### src/rtl/fifo_rd_stream_if.sv
// Read-port and output-stream bundle for the FIFO drain controller.
// Stream handshake: m_data is transferred on a rising rclk edge where m_valid
// and m_ready are both high; once m_valid is raised it stays high and m_data
// stays stable until that transfer happens. fifo_dout carries the word popped
// by the fifo_rd_en sampled high on the previous edge.
interface fifo_rd_stream_if #(
  parameter int DATA_W = 8
);
  logic              fifo_empty;
  logic [DATA_W-1:0] fifo_dout;
  logic              fifo_rd_en;
  logic              m_valid;
  logic              m_ready;
  logic [DATA_W-1:0] m_data;

  // Controller side: reads the FIFO and drives the stream.
  modport master (
    input  fifo_empty,
    input  fifo_dout,
    input  m_ready,
    output fifo_rd_en,
    output m_valid,
    output m_data
  );

  // Environment side: the FIFO read port plus the stream consumer.
  modport slave (
    output fifo_empty,
    output fifo_dout,
    output m_ready,
    input  fifo_rd_en,
    input  m_valid,
    input  m_data
  );
endinterface

### src/rtl/fifo_rd_stream.sv
// Read-side drain controller: turns the FIFO rd_en/empty/dout port into a
// valid/ready stream through a 2-entry prefetch buffer. Buffered plus
// in-flight words never exceed 2, so the buffer cannot overflow and the FIFO
// is never read while empty.
module fifo_rd_stream #(
  parameter int DATA_W = 8,
  parameter int CNT_W  = 16
) (
  input  logic             rclk,
  input  logic             rrst,
  input  logic             enable,
  fifo_rd_stream_if.master bus,
  output logic [CNT_W-1:0] word_cnt,
  output logic             busy,
  output logic [1:0]       dbg_occ
);

  typedef enum logic [1:0] {
    EMPTY = 2'd0,
    ONE   = 2'd1,
    TWO   = 2'd2
  } occ_t;

  occ_t              state;
  occ_t              state_nxt;
  logic              inflight;
  logic              push;
  logic              pop;
  logic [2:0]        credit;
  logic [DATA_W-1:0] head;
  logic [DATA_W-1:0] tail;

  // Occupancy state register.
  always_ff @(posedge rclk) begin
    if (rrst) begin
      state <= EMPTY;
    end else begin
      state <= state_nxt;
    end
  end

  // Occupancy next state: push adds one, pop removes one, both cancel.
  always_comb begin
    state_nxt = state;
    case (state)
      EMPTY: if (push) state_nxt = ONE;
      ONE: begin
        if (push && !pop) begin
          state_nxt = TWO;
        end else if (pop && !push) begin
          state_nxt = EMPTY;
        end
      end
      TWO: if (pop && !push) state_nxt = ONE;
      default: state_nxt = EMPTY;
    endcase
  end

  // Stream outputs, handshake decode and credit-limited read issue.
  always_comb begin
    bus.m_valid    = (state != EMPTY);
    bus.m_data     = head;
    pop            = bus.m_valid && bus.m_ready;
    push           = inflight;
    credit         = {1'b0, state} + {2'b00, inflight};
    bus.fifo_rd_en = enable && !bus.fifo_empty && !rrst &&
                     (credit < (3'd2 + {2'b00, pop}));
    busy           = (state != EMPTY) || inflight;
    dbg_occ        = state;
  end

  // A read issued this cycle returns data on the next edge.
  always_ff @(posedge rclk) begin
    if (rrst) begin
      inflight <= 1'b0;
    end else begin
      inflight <= bus.fifo_rd_en;
    end
  end

  // Count completed handoffs, wrapping naturally at 2^CNT_W.
  always_ff @(posedge rclk) begin
    if (rrst) begin
      word_cnt <= '0;
    end else if (pop) begin
      word_cnt <= word_cnt + 1'b1;
    end
  end

  // Buffer storage: head is presented, tail queues behind it; a word returning
  // during reset is dropped because reset takes priority over push.
  always_ff @(posedge rclk) begin
    if (rrst) begin
      head <= '0;
      tail <= '0;
    end else begin
      case (state)
        EMPTY: begin
          if (push) head <= bus.fifo_dout;
        end
        ONE: begin
          if (push && pop) begin
            head <= bus.fifo_dout;
          end else if (push) begin
            tail <= bus.fifo_dout;
          end
        end
        TWO: begin
          if (pop) begin
            head <= tail;
            if (push) tail <= bus.fifo_dout;
          end
        end
        default: begin
          head <= head;
        end
      endcase
    end
  end

  // Credit accounting must make a push into a full, non-draining buffer impossible.
  overflow_chk: assert property (@(posedge rclk) disable iff (rrst)
    !(push && !pop && state == TWO));

endmodule

### src/flat_wrapper.sv
// flat-port wrapper written by rule: the top's interface ports become plain ports
module fifo_rd_stream_flat 
#(
  parameter int DATA_W = 8,
  parameter int CNT_W  = 16
)
  (rclk, rrst, enable, word_cnt, busy, dbg_occ, bus_fifo_empty, bus_fifo_dout, bus_m_ready, bus_fifo_rd_en, bus_m_valid, bus_m_data);
  fifo_rd_stream_if #(.DATA_W(DATA_W)) bus_i ();
  input  logic rclk;
  input  logic rrst;
  input  logic enable;
  output logic [CNT_W-1:0] word_cnt;
  output logic busy;
  output logic [1:0] dbg_occ;
  input wire logic [$bits(bus_i.fifo_empty)-1:0] bus_fifo_empty;
  input wire logic [$bits(bus_i.fifo_dout)-1:0] bus_fifo_dout;
  input wire logic [$bits(bus_i.m_ready)-1:0] bus_m_ready;
  output wire logic [$bits(bus_i.fifo_rd_en)-1:0] bus_fifo_rd_en;
  output wire logic [$bits(bus_i.m_valid)-1:0] bus_m_valid;
  output wire logic [$bits(bus_i.m_data)-1:0] bus_m_data;
  assign bus_i.fifo_empty = bus_fifo_empty;
  assign bus_i.fifo_dout = bus_fifo_dout;
  assign bus_i.m_ready = bus_m_ready;
  assign bus_fifo_rd_en = bus_i.fifo_rd_en;
  assign bus_m_valid = bus_i.m_valid;
  assign bus_m_data = bus_i.m_data;
  fifo_rd_stream #(.DATA_W(DATA_W), .CNT_W(CNT_W)) u_core (.rclk(rclk), .rrst(rrst), .enable(enable), .bus(bus_i), .word_cnt(word_cnt), .busy(busy), .dbg_occ(dbg_occ));
endmodule
### config.mk
export PLATFORM = sky130hd
export DESIGN_NAME = fifo_rd_stream_flat
export DESIGN_NICKNAME = d
export VERILOG_FILES = /design/src/rtl/fifo_rd_stream_if.sv /design/src/rtl/fifo_rd_stream.sv /design/src/flat_wrapper.sv
export SDC_FILE = /design/constraint.sdc
export NUM_CORES = 1
export LEC_CHECK = 0
export BUFFER_PORTS_ARGS = -buffer_cell sky130_fd_sc_hd__buf_2
export CAP_MARGIN = 20
export CORE_UTILIZATION = 50
export CTS_BUF_LIST = sky130_fd_sc_hd__clkbuf_4
export DETAILED_ROUTE_END_ITERATION = 10
export GPL_TIMING_DRIVEN = 0
export PLACE_DENSITY = 0.76
export SLEW_MARGIN = 10
export SYNTH_ARGS = -nofsm -noshare
export SYNTH_HDL_FRONTEND = slang
export SYNTH_SLANG_ARGS = --single-unit
### constraint.sdc
create_clock -name rclk -period 2.2 [get_ports rclk]
set_clock_uncertainty 0.1 [all_clocks]
set_input_delay 0.22 -clock rclk [delete_from_list [all_inputs] [get_ports rclk]]
set_output_delay 0.22 -clock rclk [all_outputs]
set_load 0.005 [all_outputs]
==> qor.txt, run 1 <==
Run status - finished clean
Worst hold path class - in -> reg
Final WS setup - 0.0614 ns
Vias per cell - 5.39
Clock Tree Buf Depth - 2
Data arrival, critical path - 1.82 ns
CP Class - reg -> out
Total Power - 1360 uW
PD cells - 657 nW/um^2
DIE AREA - 3630 um^2
Unrepaired setup endpoints after global routing - true
Crit Reg-Reg Endpoint - u_core.bus.m_data[3]$_SDFFE_PP0P_
Hold depth - 3
Dpl cells - 262
Switching Share - 0.302
Drt first pass iters - 4
Vias in the first global route - 1327
Largest net degree at the start of global routing - 11
Area contributors post-synth - dfxtp_1, mux2i_1, ha_1
Clk Latency, worst-skew pair - 0.33 ns
Sequential Power Share - 0.526
Leakage power - 0.000875 uW
Final GP Congestion - 0.818
IO buf count - 40
Iter 0 DRT Violations - 67
Worst slew pin tran - 0.477 ns
Max VDD drop - 0.446 mV
Share of layout cells above drive strength 1 - 0.281
R2R Path Start - u_core.dbg_occ[0]$_SDFFE_PP0P_
CP Capture Type - primary output
#FFs+latches synth - 35
Initial core utilization - 0.542
R2R setup slack - 0.21 ns
CP Cell Sequence - ha_1 > ha_1 > or4b_4 > a21oi_2 > buf_2
Routed WL - 3.49 mm
Overall routing resource usage - 0.217
Crit path buf inv count - 1
Critical Path Slowest Stage Cell - or4b_4
Syn nets - 199
Critical path required time - 1.88 ns
Minimum clock period - 2.14 ns
Ys Warns - 0
Mean Syn Cell Area - 9.52 um^2
Distinct cells, synth - 40
Placeable core area - 3130 um^2
Post-DP HPWL - 2.48 mm
Initial antenna violation count - 0
Worst Path Max Fanout - 3
DRC Markers - 0
Slowest stage delay, CP - 0.49 ns
Cell internal pwr - 946 uW
H-tree levels - 2
Hold path startpoint - bus_fifo_dout[7]
Crit. Startpoint - u_core.dbg_occ[0]$_SDFFE_PP0P_
Die W - 60.2 um
Vias after detailed routing - 1465
Post-DRT Antenna Nets - 0
Critical path launch point type - register
Hold Slack - 0.0326 ns
Clock power frac - 0.237
TritonCTS clock tree - built
Most frequent CP cell - ha_1
Post-Syn Area - 1700 um^2
Pre-CTS setup slack - -0.0203 ns
Top Family by Delay on Critical Path - simple AND/OR/NAND/NOR gates
Period utilization - 0.972
Total Nets Final - 249
Post-synth EDFFs - 0
Fraction of registers with async set or reset after synthesis - 0
Final Max Tran Viols - 0
Sw Pwr - 409 uW
IO Count - 42
Area growth, synth to finish - 21.7%
Wirelength per Cell - 12.8 um
Clk sinks - 35
Grt total ovfl - 0
Hold EP - u_core.tail[7]$_SDFFE_PP0P_
Comb power frac - 0.237
Row Count - 20
Root Buffer - clkbuf_4
Chip height - 60.2 um
First-pass GRT wire length - 5.77 mm
Max-cap violation count - 0
Fmax achieved - 468 MHz
Yosys top cell area share - 0.413
Yosys top cell by area - dfxtp_1
Final setup fails - 0
Final hold violations - 0
CTS buffer count - 5
Synthesized instance count - 178
Worst-path clk slew - 0.10 ns
Most used DFF post-synth - dfxtp_1
N_diodes - 0
Path depth of the worst reg2reg path - 8
Finished Layout Cells - 272
Sequential share of the synthesized area - 0.413
Max-slew headroom - 0.682
[registers in the layout (all words and copies together) (netlist names)]
register and cells:
u_core.bus.m_data 8, u_core.dbg_occ 2, u_core.inflight 1, u_core.word_cnt 16
u_core.tail 8
[per-stage QoR]
step           area (um^2)  utilization  TNS [ns]
6_report              2060        0.660         0
3_3_place_gp          1950        0.624   -0.0863
4_1_cts               2030        0.649         0
3_5_place_dp          1950        0.624   -0.0637
2_1_floorplan         1700            -         0
5_1_grt               2060        0.660   -0.0140
[layout by cell type, fill, tap and decap left out, types with 2 or more instances in the layout]
cell	instances
a211oi_1	8
buf_2	42
and4_1	2
and4b_1	3
a31oi_1	8
buf_4	3
xor2_1	10
nor2_1	23
o21ai_0	3
clkinv_1	2
xnor2_1	3
nand3_1	3
nand4_1	7
clkbuf_4	5
ha_1	7
clkbuf_1	5
dfxtp_1	32
inv_1	5
or3_1	2
a21oi_1	5
mux2i_1	17
nor2b_1	2
dfxtp_2	2
nand2_1	5
[Yosys cell counts (2+ instances only)]
cell	count
nand4_1	7
ha_1	8
buf_2	2
nor2b_1	2
clkbuf_1	6
nand2_1	5
xor2_1	10
nand3_1	3
a211oi_1	8
and4b_1	3
dfxtp_1	35
xnor2_1	3
a21oi_1	6
and4_1	2
nor2_1	23
inv_1	5
mux2i_1	17
or3_1	2
o21ai_0	3
a31oi_1	8
[worst max-delay path by stage]
stage / slack (ns) / cells after the start / end
after floorplan: 0.28 / 6 / u_core.tail[0]$_SDFFE_PP0P_
after global placement: -0.02 / 7 / u_core.bus.m_data[6]$_SDFFE_PP0P_
after detailed placement: -0.02 / 7 / u_core.bus.m_data[3]$_SDFFE_PP0P_
after CTS: 0.008 / 6 / u_core.tail[0]$_SDFFE_PP0P_
after global routing: -0.01 / 5 / bus_fifo_rd_en
final: 0.06 / 5 / bus_fifo_rd_en
[worst reg2reg max path: cells and delay by family (launching register included)]
family                     cells  cell delay, ns
AOI/OAI and AO/OA              2            0.43
and+or+nand+nor                2            0.38
DFF                            1            0.37
buffers and inverters          3            0.36
adders and majority gates      1            0.24
[final cells by class]
class	count	area, um^2
Buffer	8	36.3
Clock buffer	5	37.5
Clock inverter	2	8.76
Fill cell	261	1060
Inverter	6	22.5
Multi-Input combinational cell	129	961
Sequential cell	35	707
Tap cell	44	55.1
Timing Repair Buffer	43	235
[power by group through the flow]
stage / sequential, uW / clock (uW) / combinational [uW]
2_1_floorplan: 727 / 0 / 185
3_3_place_gp: 729 / 0 / 281
3_5_place_dp: 728 / 0 / 288
4_1_cts: 712 / 330 / 308
5_1_grt: 719 / 352 / 357
6_report: 713 / 321 / 322
[routing by layer]
layer	GRT usage	vias to the layer above	part of all wire	wire (um)
met5	0	-	0	0
met4	0.106	0	0.017	61
met3	0.0584	7	0.045	156
met2	0.347	37	0.47	1630
met1	0.265	678	0.47	1640
li1	-	743	-	-
[cell families after synthesis]
group           synth area share
buf+inv                   0.0325
compound gates             0.128
simple gates               0.200
xor+xnor                  0.0672
flops                      0.413
mux                        0.100
fa+ha+maj                 0.0590
[what timing repair did]
action                     CTS  global route
pin swaps                    1             1
setup endpoints to repair   12            15
buffers inserted             2             1
hold buffers                 0             0
gates resized for setup      7             5
Note: power is estimated with default switching activity, not from simulation.
==> run 2: changes to the inputs <==
--- a/config.mk
+++ b/config.mk
@@ -5,7 +5,7 @@
 export SDC_FILE = /design/constraint.sdc
 export NUM_CORES = 1
 export LEC_CHECK = 0
-export BUFFER_PORTS_ARGS = -buffer_cell sky130_fd_sc_hd__buf_2
+export BUFFER_PORTS_ARGS = -buffer_cell sky130_fd_sc_hd__buf_4
 export CAP_MARGIN = 20
 export CORE_UTILIZATION = 50
 export CTS_BUF_LIST = sky130_fd_sc_hd__clkbuf_4
==> qor.txt, run 2 (same netlist as run 1, synthesis figures left out) <==
Multi-input gate area - 961 um^2 (unchanged)
Sequential Power Share - 0.466 (-0.060)
Critical path required time - 1.88 ns (about the same)
Sw Pwr - 437 uW (+6.8%)
Placeable core area - 3130 um^2 (unchanged)
M1 wire length - 1.61 mm (-1.8%)
Grt total ovfl - 0 (unchanged)
Max-cap violation count - 0 (unchanged)
CP Cell Sequence - ha_1 > ha_1 > or4b_4 > a21oi_2 > buf_4
Leading cell types in the layout, fill and taps excluded - buf_4, dfxtp_1, nor2_1, mux2i_1, xor2_1
Worst slew pin tran - 0.512 ns (+0.0352 ns)
Vias in the first global route - 1420 (+7.0%)
Post-DP HPWL - 2.76 mm (+12%)
IO Count - 42 (unchanged)
Most common cell after layout, fill and taps aside - buf_4
Slowest stage delay, CP - 0.49 ns (about the same)
Clock Tree Buf Depth - 2 (unchanged)
CP Class - reg -> out
Max-slew headroom - 0.658 (-0.0235)
Top routing layer in use - met4
Root Buffer - clkbuf_4
R2R setup slack - 0.15 ns (-0.06 ns)
Finished Layout Cells - 273 (+0.37%)
Critical path launch point type - register
Final GP Congestion - 0.832 (+1.7%)
Clk sinks - 35 (unchanged)
Cell internal pwr - 1100 uW (+16%)
Vias per cell - 5.45 (+1.2%)
Largest net degree at the start of global routing - 13 (+2)
Leakage power - 0.000901 uW (+3.0%)
Vias after detailed routing - 1488 (+1.6%)
Wirelength per Cell - 14.0 um (+8.7%)
CTS buffer count - 5 (unchanged)
Post-DRT Antenna Nets - 0 (unchanged)
CP Capture Type - primary output
Area occupied by registers - 707 um^2 (unchanged)
Row Count - 20 (unchanged)
Crit path buf inv count - 1 (unchanged)
First-pass GRT wire length - 6.10 mm (+5.7%)
Final Max Tran Viols - 0 (unchanged)
Top Family by Delay on Critical Path - simple AND/OR/NAND/NOR gates
Dpl cells - 262 (unchanged)
Fillers - 253 (-3.1%)
Iter 0 DRT Violations - 70 (+4.5%)
Switching Share - 0.284 (-0.0180)
Comb power frac - 0.231 (-0.006)
Data arrival, critical path - 1.78 ns (-0.04 ns)
Clock power frac - 0.303 (+0.066)
H-tree levels - 2 (unchanged)
IO buf count - 40 (unchanged)
Initial core utilization - 0.542 (unchanged)
Worst Path Max Fanout - 3 (unchanged)
Initial antenna violation count - 0 (unchanged)
Routed WL - 3.81 mm (+9.1%)
Share of layout cells above drive strength 1 - 0.288 (+0.00751)
Worst-path clk slew - 0.12 ns (+0.02 ns)
CTS hold repair buffers - 0 (unchanged)
Critical Path Slowest Stage Cell - or4b_4
TritonCTS clock tree - built
PD cells - 700 nW/um^2 (+6.6%)
Minimum clock period - 2.10 ns (-0.0345 ns)
Final hold violations - 0 (unchanged)
Unrepaired setup endpoints after global routing - false
Max VDD drop - 0.472 mV (+6.0%)
N_diodes - 0 (unchanged)
Fmax achieved - 475 MHz (+1.6%)
Hold Slack - 0.0189 ns (-0.0137 ns)
Total Nets Final - 249 (unchanged)
Run status - finished clean
Final setup fails - 0 (unchanged)
Drt first pass iters - 4 (unchanged)
Number of flip-flops in the largest register - 16 (unchanged)
Most frequent CP cell - ha_1
DIE AREA - 3630 um^2 (unchanged)
Chip height - 60.2 um (unchanged)
Area growth, synth to finish - 29.7%
DRC Markers - 0 (unchanged)
Period utilization - 0.956 (-0.0157)
Reg with most FFs - u_core.word_cnt
Worst hold path class - in -> reg
Post-Route Utilization - 0.703 (+0.0432)
Met2 Wirelength - 1.95 mm (+19%)
Met3 WL - 183 um (+17%)
Overall routing resource usage - 0.227 (+0.0102)
Clk Latency, worst-skew pair - 0.35 ns (+0.02 ns)
Die W - 60.2 um (unchanged)
[run 2: worst min-delay path, cell delays in order]
cell and delay, ns:
buf_4 0.09, mux2i_1 0.06, nor2_1 0.08
[run 2: power groups by stage]
stage / clock network [uW] / logic [uW] / registers [uW]
after floorplan: 0 / 185 / 727
after global placement: 0 / 308 / 729
after detailed placement: 0 / 323 / 731
after CTS: 468 / 344 / 717
after global routing: 496 / 386 / 723
final: 467 / 355 / 717
[run 2: cell type report]
type,count,area share
Timing Repair Buffer,43,0.153
Buffer,8,0.0165
Multi-Input combinational cell,129,0.437
Tap cell,44,0.0250
Inverter,6,0.0102
Clock buffer,5,0.0171
Sequential cell,35,0.322
Clock inverter,3,0.0199
[run 2: stage by stage]
| stage | cell area, um^2 | TNS (ns) | setup WS, ns | total power [uW] |
|---|---|---|---|---|
| 6_report | 2200 | 0 | 0.0959 | 1540 |
| 5_1_grt | 2200 | 0 | 0.0156 | 1600 |
| 4_1_cts | 2160 | 0 | 0.0188 | 1530 |
| 3_5_place_dp | 2050 | -0.0688 | -0.0148 | 1050 |
| 3_3_place_gp | 2050 | 0 | 0.0586 | 1040 |
| 2_1_floorplan | 1700 | 0 | 0.279 | 912 |
[run 2: path summary, 6_finish.rpt]
| kind | start | cells after the start | end |
|---|---|---|---|
| setup reg to reg | u_core.dbg_occ[0]$_SDFFE_PP0P_ | 8 | u_core.bus.m_data[0]$_SDFFE_PP0P_ |
| setup / recovery | u_core.dbg_occ[0]$_SDFFE_PP0P_ | 5 | bus_fifo_rd_en |
| hold / removal | bus_fifo_dout[6] | 3 | u_core.tail[6]$_SDFFE_PP0P_ |
| hold reg to reg | u_core.word_cnt[15]$_SDFFE_PP0P_ | 2 | u_core.word_cnt[15]$_SDFFE_PP0P_ |
[run 2: what timing repair did]
action	4_1_cts	5_1_grt
setup endpoints to repair	10	17
gates resized for setup	7	5
pin swaps	1	1
setup buffers	2	1
[run 2: layer usage]
layer | vias up | GRT usage
met3 | 7 | 0.0671
met2 | 42 | 0.389
met5 | - | 0
met4 | 0 | 0.103
met1 | 699 | 0.256
li1 | 740 | -
==> run 3: changes to the inputs <==
--- a/config.mk
+++ b/config.mk
@@ -5,14 +5,17 @@
 export SDC_FILE = /design/constraint.sdc
 export NUM_CORES = 1
 export LEC_CHECK = 0
+export ABC_AREA = 1
 export BUFFER_PORTS_ARGS = -buffer_cell sky130_fd_sc_hd__buf_4
 export CAP_MARGIN = 20
 export CORE_UTILIZATION = 50
 export CTS_BUF_LIST = sky130_fd_sc_hd__clkbuf_4
 export DETAILED_ROUTE_END_ITERATION = 10
 export GPL_TIMING_DRIVEN = 0
-export PLACE_DENSITY = 0.76
+export HOLD_SLACK_MARGIN = 0.05
+export PLACE_DENSITY = 0.75
 export SLEW_MARGIN = 10
 export SYNTH_ARGS = -nofsm -noshare
 export SYNTH_HDL_FRONTEND = slang
 export SYNTH_SLANG_ARGS = --single-unit
+export TNS_END_PERCENT = 30
==> qor.txt, run 3 <==
Run status - finished clean
PD cells - 869 nW/um^2 (+24%)
Vias in the first global route - 1554 (+9.4%)
Path depth of the worst reg2reg path - 10 (+2)
Vias per cell - 4.89 (-10%)
Crit. Startpoint - u_core.dbg_occ[0]$_SDFFE_PP0P_
N_diodes - 0 (unchanged)
Post-DP HPWL - 2.77 mm (+0.33%)
Leakage power - 0.00114 uW (+27%)
Minimum clock period - 2.08 ns (-0.0287 ns)
Post-Syn Area - 1820 um^2 (+7.3%)
Dpl cells - 344 (+31%)
Unrepaired setup endpoints after global routing - false
Post-CTS Repair Setup Buffers - 0 (-2)
Most frequent cell after synthesis - nand2_1
Post-synth EDFFs - 0 (unchanged)
M1 wire length - 1.91 mm (+19%)
Final GP Congestion - 0.910 (+9.5%)
Initial core utilization - 0.533 (-0.00940)
Fmax achieved - 482 MHz (+1.4%)
R2R Path Start - u_core.dbg_occ[0]$_SDFFE_PP0P_
Commonest cells post-synth - nand2_1, nor2_1, dfxtp_1, inv_1, a21oi_1
Yosys top cell by area - dfxtp_1
Max-slew headroom - 0.660 (+0.00173)
Vias after detailed routing - 1767 (+19%)
Worst Path Max Fanout - 6 (+3)
H-tree levels - 2 (unchanged)
CP Cell Sequence - inv_1 > ha_1 > inv_2 > nand2_4 > o21ai_0 > and3_1 > buf_4
Max-cap violation count - 0 (unchanged)
Clk sinks - 35 (unchanged)
R2R setup slack - 0.41 ns (+0.26 ns)
Worst-path clk slew - 0.12 ns (about the same)
CTS buffer count - 5 (unchanged)
CP Class - reg -> out
Mean Syn Cell Area - 7.08 um^2 (-26%)
IO buf count - 41 (+2.5%)
Share of layout cells above drive strength 1 - 0.241 (-0.0469)
Worst hold path class - in -> reg
Number of flip-flops in the largest register - 16 (unchanged)
#FFs+latches synth - 35 (unchanged)
Sequential Power Share - 0.388 (-0.078)
Root Buffer - clkbuf_4
Final hold violations - 0 (unchanged)
Most common cell after layout, fill and taps aside - nand2_1
Chip height - 62.3 um (+3.5%)
Overall routing resource usage - 0.217 (-0.00993)
Post-DRT Antenna Nets - 0 (unchanged)
DRC Markers - 0 (unchanged)
Leading cell types in the layout, fill and taps excluded - nand2_1, nor2_1, buf_4, dfxtp_1, inv_1
Row Count - 21 (+5.0%)
Most used DFF post-synth - dfxtp_1
Post-route setup TNS - 0 ns (unchanged)
Max VDD drop - 0.570 mV (+21%)
Period utilization - 0.943 (-0.0131)
Clock Tree Buf Depth - 2 (unchanged)
Ys Warns - 0 (unchanged)
Area contributors post-synth - dfxtp_1, nand2_1, nor2_1
First-pass GRT wire length - 6.69 mm (+9.7%)
Worst slew pin tran - 0.510 ns (-0.00260 ns)
Placeable core area - 3420 um^2 (+9.2%)
Data arrival, critical path - 1.76 ns (-0.02 ns)
Hold path startpoint - bus_fifo_dout[7]
Met2 Wirelength - 1.87 mm (-4.2%)
Clock power frac - 0.228 (-0.075)
Switching Share - 0.357 (+0.0728)
Iter 0 DRT Violations - 83 (+19%)
Reg with most FFs - u_core.word_cnt
Top routing layer in use - met4
Clk Latency, worst-skew pair - 0.33 ns (-0.02 ns)
Slowest stage delay, CP - 0.39 ns (-0.10 ns)
Sw Pwr - 731 uW (+67%)
Critical Path Slowest Stage Cell - dfxtp_2
Finished Layout Cells - 361 (+32%)
Area growth, synth to finish - 29.6% (about the same)
Comb power frac - 0.383 (+0.152)
Crit Reg-Reg Endpoint - u_core.tail[3]$_SDFFE_PP0P_
Final setup fails - 0 (unchanged)
Cell internal pwr - 1320 uW (+20%)
IO Count - 42 (unchanged)
Hold Slack - 0.0925 ns (+0.0736 ns)
Distinct cells, synth - 28 (-30%)
Synthesized instance count - 257 (+44%)
Wirelength per Cell - 11.1 um (-21%)
Critical path launch point type - register
Routed WL - 3.99 mm (+4.8%)
Grt total ovfl - 0 (unchanged)
TritonCTS clock tree - built
Final Max Tran Viols - 0 (unchanged)
Critical path required time - 1.88 ns (about the same)
Drt first pass iters - 5 (+1)
Total Nets Final - 335 (+35%)
Initial antenna violation count - 0 (unchanged)
Sequential share of the synthesized area - 0.385 (-0.0281)
Area occupied by registers - 703 um^2 (-0.53%)
DIE AREA - 3880 um^2 (+7.1%)
Hold depth - 3 (unchanged)
Hold EP - u_core.tail[7]$_SDFFE_PP0P_
Fraction of registers with async set or reset after synthesis - 0 (unchanged)
Total Power - 2050 uW (+33%)
Syn nets - 278 (+40%)
Fillers - 310 (+23%)
CP Capture Type - primary output
Die W - 62.3 um (+3.5%)
Met3 WL - 189 um (+3.3%)
Yosys top cell area share - 0.385 (-0.0281)
Largest net degree at the start of global routing - 13 (unchanged)
Multi-input gate area - 977 um^2 (+1.7%)
run 3: logic make-up (layout without fill, tap and decap cells):
family,count (synthesis),after routing,synth area share
AO/OA/AOI/OAI,35,35,0.101
adder cells (fa/ha/maj),8,8,0.0550
XOR/XNOR,1,1,0.00482
AND/OR/NAND/NOR,143,143,0.376
buffers and inverters,35,93,0.0777
flip-flops,35,35,0.385
run 3: power by group through the flow:
stage	clock (uW)	combinational, uW	sequential (uW)
5_1_grt	521	885	808
4_1_cts	483	785	792
3_3_place_gp	0	762	802
2_1_floorplan	0	503	805
3_5_place_dp	0	770	807
6_report	468	786	795
run 3: timing repair:
item | in CTS | in global routing
endpoints found under the hold margin | 11 | 0
gates resized for setup | 0 | 2
endpoints found under the setup margin | 0 | 1
hold buffers | 9 | 0
run 3: cell type report:
type                    instances  share of cell area
plain buffers                   7              0.0154
flip-flops and latches         35               0.298
well taps                      46              0.0244
repair buffers                 50               0.169
clock inverters                 3              0.0186
multi-input cells             187               0.414
clock buffers                   5              0.0159
inverters                      28              0.0446
run 3: critical path, delay by kind of cell, from the launching register on:
family                   cells  cell delay (ns)
AO/OA/AOI/OAI                1             0.20
flip-flops                   1             0.39
adder cells (fa/ha/maj)      1             0.26
buffers and inverters        3             0.29
AND/OR/NAND/NOR              2             0.27
run 3: how the worst max path moves through the flow:
stage	end	depth (start not counted)
floorplan	u_core.bus.m_data[0]$_SDFFE_PP0P_	10
global placement	u_core.bus.m_data[0]$_SDFFE_PP0P_	10
CTS	bus_fifo_rd_en	7
finish	bus_fifo_rd_en	7
global route	bus_fifo_rd_en	7
detailed placement	u_core.bus.m_data[1]$_SDFFE_PP0P_	10
run 3: stage by stage:
step / area (um^2) / utilization / worst slack [ns]
6_report: 2360 / 0.690 / 0.125
5_1_grt: 2360 / 0.690 / 0.0249
4_1_cts: 2360 / 0.690 / 0.0564
3_5_place_dp: 2180 / 0.640 / 0.420
3_3_place_gp: 2180 / 0.640 / 0.417
2_1_floorplan: 1820 / - / 0.593
run 3: routing by layer:
metal	vias up	GRT usage
li1	944	-
met1	777	0.284
met2	44	0.343
met3	2	0.0496
met4	0	0.0872
met5	-	0
